<file path="config.mk">
export PLATFORM = sky130hd
export DESIGN_NAME = lane_swizzle_pipe
export DESIGN_NICKNAME = d
export VERILOG_FILES = /design/src/rtl/lane_swizzle_pkg.sv /design/src/rtl/lane_permute.sv /design/src/rtl/lane_swizzle_pipe.sv
export SDC_FILE = /design/constraint.sdc
export NUM_CORES = 1
export LEC_CHECK = 0
export BUFFER_PORTS_ARGS = -buffer_cell sky130_fd_sc_hd__buf_4
export CAP_MARGIN = 20
export CORE_MARGIN = 3
export CORE_UTILIZATION = 45
export DETAILED_ROUTE_END_ITERATION = 7
export PLACE_DENSITY = 0.76
export SLEW_MARGIN = 20
export SYNTH_ARGS = -nofsm -noshare
export SYNTH_HDL_FRONTEND = slang
export SYNTH_SLANG_ARGS = --single-unit
</file>
<file path="constraint.sdc">
create_clock -name clk -period 3.4 [get_ports clk]
set_input_delay 0.68 -clock clk [delete_from_list [all_inputs] [get_ports clk]]
set_output_delay 0.68 -clock clk [all_outputs]
set_load 0.01 [all_outputs]
</file>
<file path="src/rtl/lane_swizzle_pkg.sv">
// Shared types and constants for the lane swizzle pipeline.
// The optional accept counter is enabled with LANE_SWIZZLE_STATS_EN.
package lane_swizzle_pkg;

  localparam int XFER_CNT_W = 16;

  typedef enum logic [1:0] {
    SWZ_PASS = 2'd0,
    SWZ_REV  = 2'd1,
    SWZ_SWAP = 2'd2,
    SWZ_ROTL = 2'd3
  } swz_mode_e;

  typedef enum logic [1:0] {
    SKID_EMPTY = 2'd0,
    SKID_ONE   = 2'd1,
    SKID_TWO   = 2'd2
  } skid_state_e;

  // The counter sticks at all-ones instead of wrapping.
  function automatic logic [XFER_CNT_W-1:0] sat_inc(input logic [XFER_CNT_W-1:0] v);
    logic [XFER_CNT_W-1:0] r;
    if (v == {XFER_CNT_W{1'b1}}) begin
      r = v;
    end else begin
      r = v + XFER_CNT_W'(1);
    end
    return r;
  endfunction

endpackage

</file>
<file path="src/rtl/lane_permute.sv">
// Combinational lane permutation: pass, full reversal, pair swap, rotate-left by one lane.
module lane_permute
  import lane_swizzle_pkg::*;
#(
  parameter int DATA_W = 32,
  parameter int LANE_W = 8
) (
  input  logic [DATA_W-1:0] i_data,
  input  swz_mode_e         i_mode,
  output logic [DATA_W-1:0] o_data
);

  localparam int NLANES = DATA_W / LANE_W;

  for (genvar gi = 0; gi < NLANES; gi++) begin : g_lane
    // Source lane of output lane gi for each mode; an odd top lane has no swap partner.
    localparam int REV_J = NLANES - 1 - gi;
    localparam int SWP_J = ((NLANES % 2 == 1) && (gi == NLANES - 1)) ? gi : (gi ^ 1);
    localparam int ROT_J = (gi == 0) ? (NLANES - 1) : (gi - 1);

    logic [LANE_W-1:0] w_lane;

    // Select the source lane for this output lane.
    always_comb begin
      w_lane = i_data[gi*LANE_W +: LANE_W];
      case (i_mode)
        SWZ_PASS: w_lane = i_data[gi*LANE_W +: LANE_W];
        SWZ_REV:  w_lane = i_data[REV_J*LANE_W +: LANE_W];
        SWZ_SWAP: w_lane = i_data[SWP_J*LANE_W +: LANE_W];
        SWZ_ROTL: w_lane = i_data[ROT_J*LANE_W +: LANE_W];
        default:  w_lane = i_data[gi*LANE_W +: LANE_W];
      endcase
    end

    assign o_data[gi*LANE_W +: LANE_W] = w_lane;
  end

endmodule

</file>
<file path="src/rtl/lane_swizzle_pipe.sv">
// Streaming lane permutation stage with output register plus skid register.
// Define LANE_SWIZZLE_STATS_EN to add the saturating xfer_count accept counter.
module lane_swizzle_pipe
  import lane_swizzle_pkg::*;
#(
  parameter int DATA_W = 32,
  parameter int LANE_W = 8
) (
  input  logic              clk,
  input  logic              rst_n,
  input  logic              in_valid,
  output logic              in_ready,
  input  logic [DATA_W-1:0] in_data,
  input  logic [1:0]        in_mode,
  output logic              out_valid,
  input  logic              out_ready,
  output logic [DATA_W-1:0] out_data
`ifdef LANE_SWIZZLE_STATS_EN
  ,
  output logic [XFER_CNT_W-1:0] xfer_count
`endif
);

  skid_state_e       r_state;
  logic              r_in_ready;
  logic              r_out_valid;
  logic [DATA_W-1:0] r_or;
  logic [DATA_W-1:0] r_sk;

  logic [DATA_W-1:0] w_perm;
  logic              w_accept;
  logic              w_release;

  lane_permute #(
    .DATA_W (DATA_W),
    .LANE_W (LANE_W)
  ) u_permute (
    .i_data (in_data),
    .i_mode (swz_mode_e'(in_mode)),
    .o_data (w_perm)
  );

  assign w_accept  = in_valid & r_in_ready;
  assign w_release = r_out_valid & out_ready;

  // Occupancy FSM; ready/valid are registered so out_ready never reaches in_ready combinationally.
  always_ff @(posedge clk or negedge rst_n) begin
    if (!rst_n) begin
      r_state     <= SKID_EMPTY;
      r_in_ready  <= 1'b1;
      r_out_valid <= 1'b0;
      r_or        <= {DATA_W{1'b0}};
      r_sk        <= {DATA_W{1'b0}};
    end else begin
      case (r_state)
        SKID_EMPTY: begin
          if (w_accept) begin
            r_or        <= w_perm;
            r_out_valid <= 1'b1;
            r_state     <= SKID_ONE;
          end
        end
        SKID_ONE: begin
          if (w_accept && !w_release) begin
            r_sk       <= w_perm;
            r_in_ready <= 1'b0;
            r_state    <= SKID_TWO;
          end else if (w_accept && w_release) begin
            r_or <= w_perm;
          end else if (w_release) begin
            r_out_valid <= 1'b0;
            r_state     <= SKID_EMPTY;
          end
        end
        SKID_TWO: begin
          if (w_release) begin
            r_or       <= r_sk;
            r_in_ready <= 1'b1;
            r_state    <= SKID_ONE;
          end
        end
        default: begin
          r_state     <= SKID_EMPTY;
          r_in_ready  <= 1'b1;
          r_out_valid <= 1'b0;
        end
      endcase
    end
  end

  assign in_ready  = r_in_ready;
  assign out_valid = r_out_valid;
  assign out_data  = r_or;

`ifdef LANE_SWIZZLE_STATS_EN
  logic [XFER_CNT_W-1:0] r_xfer_count;

  // Saturating count of accepted words.
  always_ff @(posedge clk or negedge rst_n) begin
    if (!rst_n) begin
      r_xfer_count <= {XFER_CNT_W{1'b0}};
    end else if (w_accept) begin
      r_xfer_count <= sat_inc(r_xfer_count);
    end
  end

  assign xfer_count = r_xfer_count;
`endif

endmodule

</file>
Word level (Yosys, flattened, before mapping)
Index checks and enable logic that the tools add are counted.
W data, S select, Z words.
{"block": "word_totals", "memories": 0, "reg_bits": 68, "rom_bits": 0, "wordCells": 59, "latchBits": 0, "mem_bits_rw": 0, "input_bits": 38}
{"block": "op_classes", "n_addsub": 0, "multipliers": 0, "mux": 23, "shifts": 0, "n_reduce_logical": 13, "eq_ne": 14, "bitwise": 4, "magnitude_cmp": 0, "n_div": 0}
{"operator": "$mux W32", "n": 4}
{"operator": "$pmux W32 S3", "n": 1}
{"operator": "$pmux W8 S3", "n": 4}
{"operator": "$ne A2 B2 Y1 const B", "n": 7}
{"operator": "$mux W2", "n": 5}
{"operator": "$reduce_and A5 Y1", "n": 2}
{"operator": "$eq A2 B2 Y1 const B", "n": 3}
{"operator": "$mux W1", "n": 6}
{"operator": "$ne A3 B3 Y1 const B", "n": 2}
{"operator": "$pmux W1 S3", "n": 2}
{"operator": "$pmux W2 S3", "n": 1}
{"operator": "$eq A2 B1 Y1 const B", "n": 2}
{"operator": "$logic_not A2 Y1", "n": 2}
{"operator": "$reduce_and A4 Y1", "n": 1}
{"operator": "$reduce_or A2 Y1", "n": 2}
{"operator": "$reduce_and A3 Y1", "n": 1}
{"operator": "$reduce_bool A3 Y1", "n": 1}
{"operator": "$and A1 B1 Y1", "n": 2}
{"operator": "$logic_and A1 B1 Y1", "n": 2}
{"operator": "$not A1 Y1", "n": 2}
{"operator": "$reduce_and A2 Y1", "n": 1}
{"operator": "$logic_not A1 Y1", "n": 1}

Longest topological paths before layout
{"block": "depth", "ltp_word": 6, "ltp_mapped": 6, "depth_no_buf": 3}

Cells and area by module
A second synthesis with hierarchy kept.
{"block": "hier_totals", "hier_cells": 299, "area_unflattened_um2": 3774.9}
{"module": "lane_swizzle_pipe", "seq_area_each_um2": 1702.9, "instances": 1, "cells_per_inst": 193, "area_per_inst_um2": 3076.7}
{"module": "lane_permute", "seq_area_each_um2": 0.0, "instances": 1, "cells_per_inst": 106, "area_per_inst_um2": 698.2}

Worst setup path after synthesis
Ideal clock, no wire load.
{"block": "synth_timing", "path_kind": "input port to flip-flop", "from": "input port in_mode[1]", "to": "register r_or[22] (netlist: out_data[22])", "path_slack_ps": 1640, "arrival_ps": 1629, "stages": 5, "path_cell_list": "buf_4 buf_4 mux2_2 nor3_1 o41ai_2"}
{"block": "synth_via", "elab_chain_cells": 6, "word_cells_on_any_way": 10, "cone_classes": "eq/ne: 3; mux: 5; reduce/logical: 2"}
{"item": "start: declaration", "line": "lane_swizzle_pipe.sv:14", "source": "input logic [1:0] in_mode,"}
{"item": "$eq A2 B1 Y1 / $eq A2 B2 Y1 (equally long branches)", "line": "lane_permute.sv:26", "source": "case (i_mode)"}
{"item": "$reduce_or A2 Y1 (no source line)"}
{"item": "$pmux W8 S3 *", "line": "lane_permute.sv:26"}
{"item": "$mux W32", "line": "lane_swizzle_pipe.sv:68", "source": "end else if (w_accept && w_release) begin"}
{"item": "$mux W32", "line": "lane_swizzle_pipe.sv:64", "source": "if (w_accept && !w_release) begin"}
{"item": "$pmux W32 S3 *", "line": "lane_swizzle_pipe.sv:55", "source": "case (r_state)"}
{"item": "end signal: assignment", "line": "lane_swizzle_pipe.sv:52", "source": "r_or <= {DATA_W{1'b0}};"}
{"item": "end signal: assignment", "line": "lane_swizzle_pipe.sv:58", "source": "r_or <= w_perm;"}
{"item": "end signal: assignment", "line": "lane_swizzle_pipe.sv:69", "source": "r_or <= w_perm;"}
{"item": "end: declaration", "line": "lane_swizzle_pipe.sv:27", "source": "logic [DATA_W-1:0] r_or;"}
Every way passes the cells marked *; elsewhere a longest branch is shown, timed or not. The select of a mux whose other input is x is not followed.
A chain may end at the register's enable or synchronous reset.

Worst setup path in the final report
{"block": "layout_timing", "from": "register r_state[0]", "to": "register r_or[4] (netlist: out_data[4])"}
{"block": "layout_via", "elab_chain_cells": 3, "word_cells_on_any_way": 10, "cone_classes": "eq/ne: 6; mux: 1; reduce/logical: 3"}
{"item": "start: declaration", "line": "lane_swizzle_pipe.sv:24", "source": "skid_state_e r_state;"}
{"item": "start signal: assignment", "line": "lane_swizzle_pipe.sv:49", "source": "r_state <= SKID_EMPTY;"}
{"item": "start signal: assignment", "line": "lane_swizzle_pipe.sv:60", "source": "r_state <= SKID_ONE;"}
{"item": "start signal: assignment", "line": "lane_swizzle_pipe.sv:67", "source": "r_state <= SKID_TWO;"}
{"item": "$eq A2 B1 Y1 (tied with other cells)", "line": "lane_swizzle_pipe.sv:55"}
{"item": "$ne A2 B2 Y1 (no source line) / $reduce_bool A3 Y1 (equally long branches)"}
{"item": "$reduce_and A5 Y1 (no source line)"}
Parallel ways exist; a longest one is shown, timed or not.

==> metrics.md <==
| Metric | Value |
|---|---|
| Outcome | `completed` |
| Total grt overflow | `0` |
| Die Outline Area | `about 11000 um2` |
| Worst setup startpoint | `r_state[0]` |
| Initial core utilization | `0.464` |
| TritonCTS clock tree | `done` |
| Critical path start-end classification | `flop to flop` |
| Post-detailed-placement cell area | `a little under 5000 um2` |
| Synthesized netlist cell count | `between 400 and 500` |
| Chain of cells forming the critical path | `a21boi_2, o21a_2, buf_4, o41ai_2` |
| Total leakage power | `between 2 and 2.5 nW` |
| Die Y-Extent | `104 um` |
| Maximum number of pins on one net before global-route repair | `69` |
| Layout fillers | `around 830` |
| Count of pins on the block boundary | `72` |
| Number of antenna violations at the first check in global routing | `0` |
| Int Pwr | `between 2 and 2.5 mW` |
| Startpoint kind of the worst setup timing path | `flop` |
| Hold bufs inserted after CTS | `0` |
| Clock buffers created by TritonCTS | `9` |
| Post-synthesis area per instance | `9.41 um2` |
| Register area share after synthesis | `0.397` |
| Unrepaired setup endpoints after global routing | `no` |
| Final Setup Violations | `0` |
| Period utilisation layout | `0.538` |
| Final worst setup slack | `between 1.5 and 2 ns` |
| Final cell utilization of the core | `0.547` |
| Area inside the core boundary | `between 9000 and 10000 um2` |
| Post-detailed-route DRC marker count | `0` |
| Overall routed net length | `~13000 um` |
| Worst-case vdd ir drop | `about 320 uV` |
| Top fanout value on the critical path | `16` |
| Number of setup buffers added after CTS | `0` |
| Prevailing post-synth register cell | `dfrtp_1` |
| Unique cell type count in the Yosys netlist | `33` |
| First-pass GRT wire length | `between 20000 and 25000 um` |
| Cell at the root of the clock tree | `clkbuf_8` |
| CTS sink cnt | `a little under 70` |
| Count of antenna diodes in the layout | `0` |
| Clk slew on worst S/H paths | `approximately 0.070 ns` |
| Sequential Area | `between 1500 and 2000 um2` |
| Pre-CTS setup slack | `1.29 ns` |
| Number of buffers between clock root and the deepest sink | `2` |
| Portion of total power attributed to combinational logic | `0.337` |
| Net count of the mapped netlist | `approximately 490` |
| Post-layout minimum cycle time | `approximately 1.8 ns` |
| Max stage delay cell, worst path | `dfrtp_1` |
| Total of warnings raised by yosys | `0` |
| Max-capacitance violation count | `0` |
| Share of post-route cells with drive strength above 1 | `0.298` |
| Share of power burned in the clock network | `0.243` |
| Clock Skews | `around 0.012 ns` |
| Switching power of the nets | `approximately 1.0 mW` |
| Final max-slew violation count | `0` |
| Required arrival time at the worst endpoint | `about 3.7 ns` |
| Layout overhead on the synthesized area | `17.8%` |
| Sequential cell fraction of total power | `0.420` |
| Via density per instance | `around 6.1` |
| H-tree levels | `3` |
| Switching share of power | `0.318` |
| Vias in the first global route | `approximately 4000` |
| Number of buffer cells added on primary ports | `a little over 70` |
| Clock latency reported for the late side of the worst-skew pair | `around 0.36 ns` |
| Post-DP HPWL | `slightly below 8000 um` |
| Hold Crit Class | `input pin to async pin` |
| Source of the worst register-to-register timing path | `r_state[0]` |
| Detailed-route wire length per cell | `approximately 20 um` |
| Placer's final routability congestion estimate | `roughly 0.85` |
| Summed area of non-filler cells in the final layout | `5060 um2` |
| FFs w/ async S/R, synth | `1.00` |
| Placement row count | `35` |
| Achievable frequency | `~0.55 GHz` |
| Overall track demand over capacity in global routing | `0.240` |
| First-pass iteration count of the detailed router | `5` |
| Layout net count | `537` |
| Worst-Margin Slew | `between 0.8 and 0.9 ns` |
| Crit-path max cell delay | `~0.48 ns` |
| Worst slew margin | `0.408` |
| Total negative slack | `0 ns` |
| Vias | `around 3900` |
| Post-cts gate resize count | `0` |
| Final Power | `3.21 mW` |
| Cell Pwr Density | `635 nW/um2` |
| Number of nets still failing antenna checks after routing | `0` |
| Total count of hold-check failures in the final report | `0` |
| Arrival time at the worst endpoint | `between 2 and 2.5 ns` |
| Post-Syn Area | `between 4000 and 5000 um2` |
| Number of synthesized register bits | `68` |
| Die X | `approximately 100 um` |
| Post-synth EDFFs | `0` |
| Hold slack | `0.444 ns` |
| Placed insts | `just over 600` |
| Number of standard cells in the final layout excluding fillers | `633` |
| Capturing element type of the critical path | `flop` |
| Violation count after the first detailed-routing iteration | `roughly 340` |
| Multi-input logic area | `~2300 um2` |
-- placed cells by master, fill, tap and decap left out, types with 2 or more instances in the layout --
cell	synthesis	final
buf_4	8	79
bufinv_16	0	2
clkbuf_1	28	2
clkbuf_8	0	11
dfrtp_1	67	67
mux2_1	12	12
mux2_2	20	20
nand2_1	2	2
nand2b_1	33	33
nor2_1	64	64
nor3_1	32	32
o211ai_1	32	32
o21ai_0	63	63
o21ai_1	34	34
o41ai_1	2	2
o41ai_2	30	30
-- synth_stat cells, types with 2 or more instances --
cell | instances | area [um2]
o21ai_0 | 63 | 315
nand2_1 | 2 | 7.51
nor3_1 | 32 | 160
o211ai_1 | 32 | 240
o21ai_1 | 34 | 170
dfrtp_1 | 67 | 1680
buf_4 | 8 | 60.1
nor2_1 | 64 | 240
clkbuf_1 | 28 | 105
nand2b_1 | 33 | 206
mux2_2 | 20 | 225
buf_2 | 9 | 45.0
buf_6 | 3 | 33.8
mux2_1 | 12 | 135
o41ai_2 | 30 | 488
o41ai_1 | 2 | 17.5
-- logic make-up after synthesis --
kind of cell	count (synthesis)	share of synthesized area
simple gates	136	0.154
flops	68	0.397
mux	33	0.0863
buf+inv	49	0.0577
compound gates	170	0.305
-- power groups by stage --
stage | Clock [mW] | Sequential, mW | Combinational (mW)
final | 0.780 | 1.35 | 1.08
after global routing | 0.821 | 1.39 | 1.19
after floorplan | 0 | 1.39 | 0.542
after detailed placement | 0 | 1.36 | 1.09
after CTS | 0.791 | 1.35 | 1.10
after global placement | 0 | 1.35 | 1.07
-- routing by layer --
| layer | part of all wire | GRT usage | wire length (um) | vias to the layer above |
|---|---|---|---|---|
| li1 | - | - | - | 1759 |
| met1 | 0.43 | 0.337 | 5460 | 1885 |
| met2 | 0.46 | 0.366 | 5880 | 200 |
| met3 | 0.077 | 0.0336 | 983 | 32 |
| met4 | 0.032 | 0.112 | 408 | 0 |
| met5 | 0 | 0 | 0 | - |
-- final cells by class --
cell class,instances,share of cell area
multi-input combinational,339,0.464
sequential,68,0.337
clock inverter,3,0.0136
inverter,1,0.000742
clock buffer,13,0.0314
timing repair buffer,80,0.121
tap,129,0.0319
-- worst max-delay path, delay by kind of cell, from the launching register on --
kind / cells / cell delay [ns]
DFF: 1 / 0.48
AOI/OAI and AO/OA: 3 / 0.96
buffers and inverters: 1 / 0.28
-- path summary, 6_finish.rpt --
check	to	slack (ns)	cells after the start
max	out_data[4]	1.57	4
min	out_data[12]	0.44	1
max reg2reg	out_data[4]	1.57	4
min reg2reg	r_sk[15]	0.51	2
max in group asynchronous	r_sk[23]	2.38	1
min in group clk	r_sk[15]	0.51	2
-- registers in the layout, indices dropped and copies added (netlist names) --
| name | flops |
|---|---|
| out_data | 32 |
| r_sk | 32 |
| r_state | 2 |
| in_ready | 1 |
| out_valid | 1 |
Note: power is estimated with default switching activity, not from simulation.
